===== config.mk =====
export PLATFORM = sky130hd
export DESIGN_NAME = sopc_data_bus
export DESIGN_NICKNAME = d
export VERILOG_FILES = /design/src/rtl/sopc_data_bus.sv
export SDC_FILE = /design/constraint.sdc
export NUM_CORES = 1
export LEC_CHECK = 0
export BUFFER_PORTS_ARGS = -buffer_cell sky130_fd_sc_hd__buf_2
export CAP_MARGIN = 20
export CORE_MARGIN = 2
export CORE_UTILIZATION = 33
export DETAILED_ROUTE_END_ITERATION = 12
export PLACE_DENSITY = 0.59
export SLEW_MARGIN = 5
export SYNTH_ARGS = -nofsm -noshare
export SYNTH_HDL_FRONTEND = slang
export SYNTH_SLANG_ARGS = --single-unit
export TNS_END_PERCENT = 1

===== constraint.sdc =====
create_clock -name clk -period 2.6 [get_ports clk]
set_clock_uncertainty 0.15 [all_clocks]
set_input_delay 0.39 -clock clk [delete_from_list [all_inputs] [get_ports clk]]
set_output_delay 0.39 -clock clk [all_outputs]
set_load 0.02 [all_outputs]

===== src/rtl/sopc_data_bus.sv =====
// sopc_data_bus: data-side interconnect between the openmips data port and
// NUM_SLAVES memory-mapped slaves. addr[31:28] selects the slave; the access
// runs a req/ack handshake while the CPU is stalled. Unmapped regions and
// slaves that never acknowledge produce ERR_DATA and a one-cycle bus error.
//
// Optional build macro: SOPC_BUS_ERR_LOG_EN adds err_addr_o (address of the
// first error since reset, sticky) and err_cnt_o (saturating error count).
module sopc_data_bus #(
  parameter int unsigned NUM_SLAVES     = 4,
  parameter int unsigned TIMEOUT_CYCLES = 255,
  parameter logic [31:0] ERR_DATA       = 32'h0000_0000
) (
  input  logic                    clk,
  input  logic                    rst,
  // CPU data port
  input  logic                    m_ce_i,
  input  logic                    m_we_i,
  input  logic [31:0]             m_addr_i,
  input  logic [3:0]              m_sel_i,
  input  logic [31:0]             m_data_i,
  output logic [31:0]             m_data_o,
  output logic                    m_stall_o,
  output logic                    bus_err_o,
  // slave side
  output logic [NUM_SLAVES-1:0]   s_req_o,
  output logic                    s_we_o,
  output logic [31:0]             s_addr_o,
  output logic [3:0]              s_sel_o,
  output logic [31:0]             s_data_o,
  input  logic [32*NUM_SLAVES-1:0] s_data_i,
  input  logic [NUM_SLAVES-1:0]   s_ack_i
`ifdef SOPC_BUS_ERR_LOG_EN
  ,
  output logic [31:0]             err_addr_o,
  output logic [7:0]              err_cnt_o
`endif
);

  typedef enum logic [1:0] {
    IDLE,
    REQ,
    ERR,
    DONE
  } state_t;

  state_t                  state;
  logic [15:0]             tmo_cnt;
  logic                    err_flag;

  logic [3:0]              dec_idx;
  logic                    dec_hit;
  logic [NUM_SLAVES-1:0]   req_onehot;
  logic                    ack_hit;
  logic                    tmo_last;
  logic [31:0]             rd_data;

  assign dec_idx = m_addr_i[31:28];

  // Region index is 4 bits; widen by one so NUM_SLAVES==16 compares cleanly.
  assign dec_hit = ({1'b0, dec_idx} < 5'(NUM_SLAVES));

  assign tmo_last = (tmo_cnt == 16'(TIMEOUT_CYCLES - 1));

  // One-hot request pattern for the slave addressed by the incoming access.
  always_comb begin
    req_onehot = '0;
    for (int unsigned i = 0; i < NUM_SLAVES; i++) begin
      req_onehot[i] = (dec_idx == 4'(i));
    end
  end

  // s_req_o is one-hot on the selected slave while in REQ, so masking the ack
  // vector with it discards acks from every other slave, and the same mask
  // steers the read-data mux without keeping a separate index register.
  always_comb begin
    ack_hit = |(s_ack_i & s_req_o);
    rd_data = '0;
    for (int unsigned i = 0; i < NUM_SLAVES; i++) begin
      if (s_req_o[i]) begin
        rd_data = rd_data | s_data_i[32*i +: 32];
      end
    end
  end

  // Stall the CPU for the whole access except the completion cycle.
  assign m_stall_o = rst & m_ce_i & (state != DONE);

  // The error pulse is exactly the DONE cycle of an errored access.
  assign bus_err_o = (state == DONE) & err_flag;

  // Transaction FSM: latch the CPU request, drive the slave handshake,
  // handle decode errors and timeouts, and return read data.
  always_ff @(posedge clk) begin
    if (!rst) begin
      state    <= IDLE;
      s_req_o  <= '0;
      s_we_o   <= 1'b0;
      s_addr_o <= '0;
      s_sel_o  <= '0;
      s_data_o <= '0;
      m_data_o <= '0;
      tmo_cnt  <= '0;
      err_flag <= 1'b0;
    end else begin
      case (state)
        IDLE: begin
          if (m_ce_i) begin
            s_we_o   <= m_we_i;
            s_addr_o <= m_addr_i;
            s_sel_o  <= m_sel_i;
            s_data_o <= m_data_i;
            tmo_cnt  <= '0;
            if (dec_hit) begin
              s_req_o <= req_onehot;
              state   <= REQ;
            end else begin
              state   <= ERR;
            end
          end
        end

        REQ: begin
          tmo_cnt <= tmo_cnt + 16'd1;
          if (ack_hit) begin
            // An ack in the final timeout cycle still completes normally.
            s_req_o <= '0;
            if (!s_we_o) begin
              m_data_o <= rd_data;
            end
            state <= DONE;
          end else if (tmo_last) begin
            s_req_o <= '0;
            state   <= ERR;
          end
        end

        ERR: begin
          s_req_o  <= '0;
          if (!s_we_o) begin
            m_data_o <= ERR_DATA;
          end
          err_flag <= 1'b1;
          state    <= DONE;
        end

        DONE: begin
          s_req_o  <= '0;
          tmo_cnt  <= '0;
          err_flag <= 1'b0;
          state    <= IDLE;
        end

        default: begin
          s_req_o <= '0;
          state   <= IDLE;
        end
      endcase
    end
  end

`ifdef SOPC_BUS_ERR_LOG_EN
  // Error log: capture the first failing address and count errors.
  // The counter saturates, so a zero count reliably means "no error yet".
  always_ff @(posedge clk) begin
    if (!rst) begin
      err_addr_o <= '0;
      err_cnt_o  <= '0;
    end else if (state == ERR) begin
      if (err_cnt_o == 8'd0) begin
        err_addr_o <= s_addr_o;
      end
      if (err_cnt_o != 8'hFF) begin
        err_cnt_o <= err_cnt_o + 8'd1;
      end
    end
  end
`endif

endmodule


==> flow_metrics.tcl <==
set metrics [dict create \
    core_area_um2 16400 \
    drt_iter0_markers 284 \
    critical_path_class "reg -> reg" \
    gp_congestion 0.787 \
    ant_nets 0 \
    worstMarginPinSlew_ns 0.530 \
    cts_buffers 17 \
    start_util 0.333 \
    route.met3.wl_um 874 \
    clkSinkCount 124 \
    synth.distinct_cells 40 \
    drive_above_1_share 0.384 \
    fin_crit_ns 2.29 \
    max_stage_delay_ns 0.53 \
    vias 5590 \
    io_buffers 310 \
    die_area_um2 17600 \
    die_h_um 133 \
    cp_slowest_cell "or4_1" \
    fillers 1647 \
    grtUsageTotal 0.195 \
    num_antenna_cells 0 \
    fin_crit_sh 0.880 \
    dr.pass1.iters 4 \
    power_leakage_nw 3.47 \
    rsz0062_at_grt "false" \
    ctsResizeCount 0 \
    cts.clk_slew.worst_paths_ns 0.06 \
    synthToLayoutAreaGrowth_pct 42.6 \
    pre_cts_slack_ns 0.283 \
    synthCells 636 \
    hold_violations 0 \
    maxCapViolCount 0 \
    final-seq-area_um2 2480 \
    antenna_found_initial 0 \
    clock_latency_ns 0.41 \
    dr.max_layer_used "met4" \
    holdBufCountCts 0 \
    clock_path_buffers 2 \
    worstPathRequired_ns 2.79 \
    p_per_area_nw_per_um2 805 \
    slew_headroom 0.647 \
    drc 0 \
    via_per_inst 4.85 \
    crit_arrival_ns 2.48 \
    place.detailed.hpwl_um 12800 \
    cp-start-kind "register" \
    wl_per_cell_um 15.1 \
    syn_nets 847 \
    ios 311 \
    hold_path_class "in -> reg" \
    wl_um 17400 \
    cts_root_buf "clkbuf_16" \
    grt_pass1_vias 5240 \
    cts_setup_buffers 0 \
    peakVddDrop_v 0.000539 \
    die_w_um 133 \
    fin_tns_setup_ns 0 \
    max_freq_mhz 437 \
    syn_area_um2 5470 \
    worstSetupEndpointType "register" \
    avgSynthCellArea_um2 8.60 \
    path_max_fanout 7 \
    synth.ff_latch_count 124 \
    cts_tree "yes" \
    design_area_um2 7800 \
    placed_area_um2 7220 \
    met1_length_um 7570 \
    yosysSeqAreaShare 0.454 \
    setup_ws_ns 0.311 \
    path_cells "inv_1 -> ha_1 -> nor2b_1 -> or3_1 -> or4_1 -> a21oi_1" \
    wl_met2_um 8650 \
    status "finished clean" \
    setup_viol 0 \
    cts_max_level 4 \
    power_w 0.00628 \
    grt-ovfl-total 0 \
    multiInputGateArea_um2 2750 \
    yosysWarningCount 0 \
    grt_first_pass_wirelength_um 27700 \
    grt_max_degree 65 \
    drv_slew 0 \
    rows 47 \
    fin_nets 1131 \
]
## cell usage after synthesis, drive strengths merged
cell type	count	area, µm²
o21ai	8	40.0
nand4b	1	8.76
a221oi	32	280
or4	4	30.0
nand4	4	31.3
and3	1	6.26
mux2i	6	60.1
and4	2	17.5
nand2b	3	18.8
a21oi	10	50.1
xnor2	4	35.0
nor4bb	1	10.0
or3	6	37.5
nor2	11	41.3
a311o	1	10.0
nor2b	1	6.26
o31ai	37	278
inv	6	22.5
buf	10	40.0
and2	3	18.8
a22o	32	280
clkbuf	48	180
a22oi	2	15.0
nand3	39	195
nor4	1	6.26
nor4b	2	17.5
nor3	1	5.00
nor3b	2	15.0
a21boi	69	518
nand2	151	567
ha	7	87.6
xor2	2	17.5
o211ai	1	7.51
o2bb2ai	1	8.76
and3b	1	8.76
dfxtp	124	2480
a211oi	1	7.51
or3b	1	8.76
## per-layer routing
metal  vias up  track usage
met5         -            0
met4         0       0.0717
met3        24       0.0433
met2       173        0.337
met1      2530        0.237
li1       2863            -
## final timing paths
check                                  start            to  slack [ns]  cells after the start
worst max-delay path                state[0]   tmo_cnt[14]        0.31                      6
worst min-delay path            m_data_i[26]  s_data_o[26]        0.07                      3
worst min register to register  s_addr_o[18]  s_addr_o[18]        0.31                      2
worst max register to register      state[0]   tmo_cnt[14]        0.31                      6
## placed cells by master, fill, tap and decap left out, types with 2 or more instances in the layout
cell type   count
buf_2         309
nand2_1       150
dfxtp_1       124
a21boi_0       69
nand3_1        39
o31ai_1        37
a22o_1         32
a221oi_1       32
clkbuf_16      17
nor2_1         11
a21oi_1        10
buf_4           9
o21ai_0         8
ha_1            7
inv_1           6
mux2i_1         6
or3_1           6
clkbuf_8        5
clkinvlp_4      5
buf_12          5
or4_1           4
xnor2_1         4
nand2b_1        3
nand4_1         3
and2_1          2
a22oi_1         2
nor4b_1         2
and4_1          2
xor2_1          2
nor3b_1         2
## power by group
part           total (W)  internal, W  switching (W)
clock network    0.00219      0.00134       0.000846
registers        0.00223      0.00212       0.000110
logic            0.00186     0.000653        0.00121
total            0.00628      0.00412        0.00216
## area by class of cell
cell class / count / area share
multi-input cells: 448 / 0.352
flip-flops and latches: 124 / 0.318
repair buffers: 323 / 0.220
clock buffers: 23 / 0.0638
well taps: 220 / 0.0353
clock inverters: 8 / 0.00770
inverters: 6 / 0.00289
## metrics by stage
| stage | hold WS [ns] | utilization | std cells |
|---|---|---|---|
| final | 0.0692 | 0.476 | 1152 |
| after global routing | 0.0658 | 0.476 | 1152 |
| after CTS | 0.0496 | 0.474 | 1151 |
| after detailed placement | 0.302 | 0.440 | 1120 |
| after global placement | 0.297 | 0.440 | 1120 |
| after floorplan | 0.302 | - | 636 |
## critical path: cells and delay by family (launching register included)
| family | cells | cell delay [ns] |
|---|---|---|
| AND/OR/NAND/NOR | 3 | 1.19 |
| flip-flops | 1 | 0.38 |
| adder cells (fa/ha/maj) | 1 | 0.26 |
| buffers and inverters | 1 | 0.10 |
| AO/OA/AOI/OAI | 1 | 0.14 |
## cell families after synthesis
logic type                 Yosys count  share of synthesized area
adders and majority gates            7                     0.0160
buffers and inverters               64                     0.0444
muxes                                6                     0.0110
xor gates and xnor gates             6                    0.00961
AOI/OAI and AO/OA                  194                      0.273
DFF                                124                      0.454
and+or+nand+nor                    235                      0.192
## sequential cells by signal (all words and copies together), names as in the netlist
name and count:
m_data_o 32, s_addr_o 32, s_data_o 32, tmo_cnt 16
s_req_o 4, s_sel_o 4, state 2, err_flag 1
s_we_o 1
Note: power is estimated with default switching activity, not from simulation.
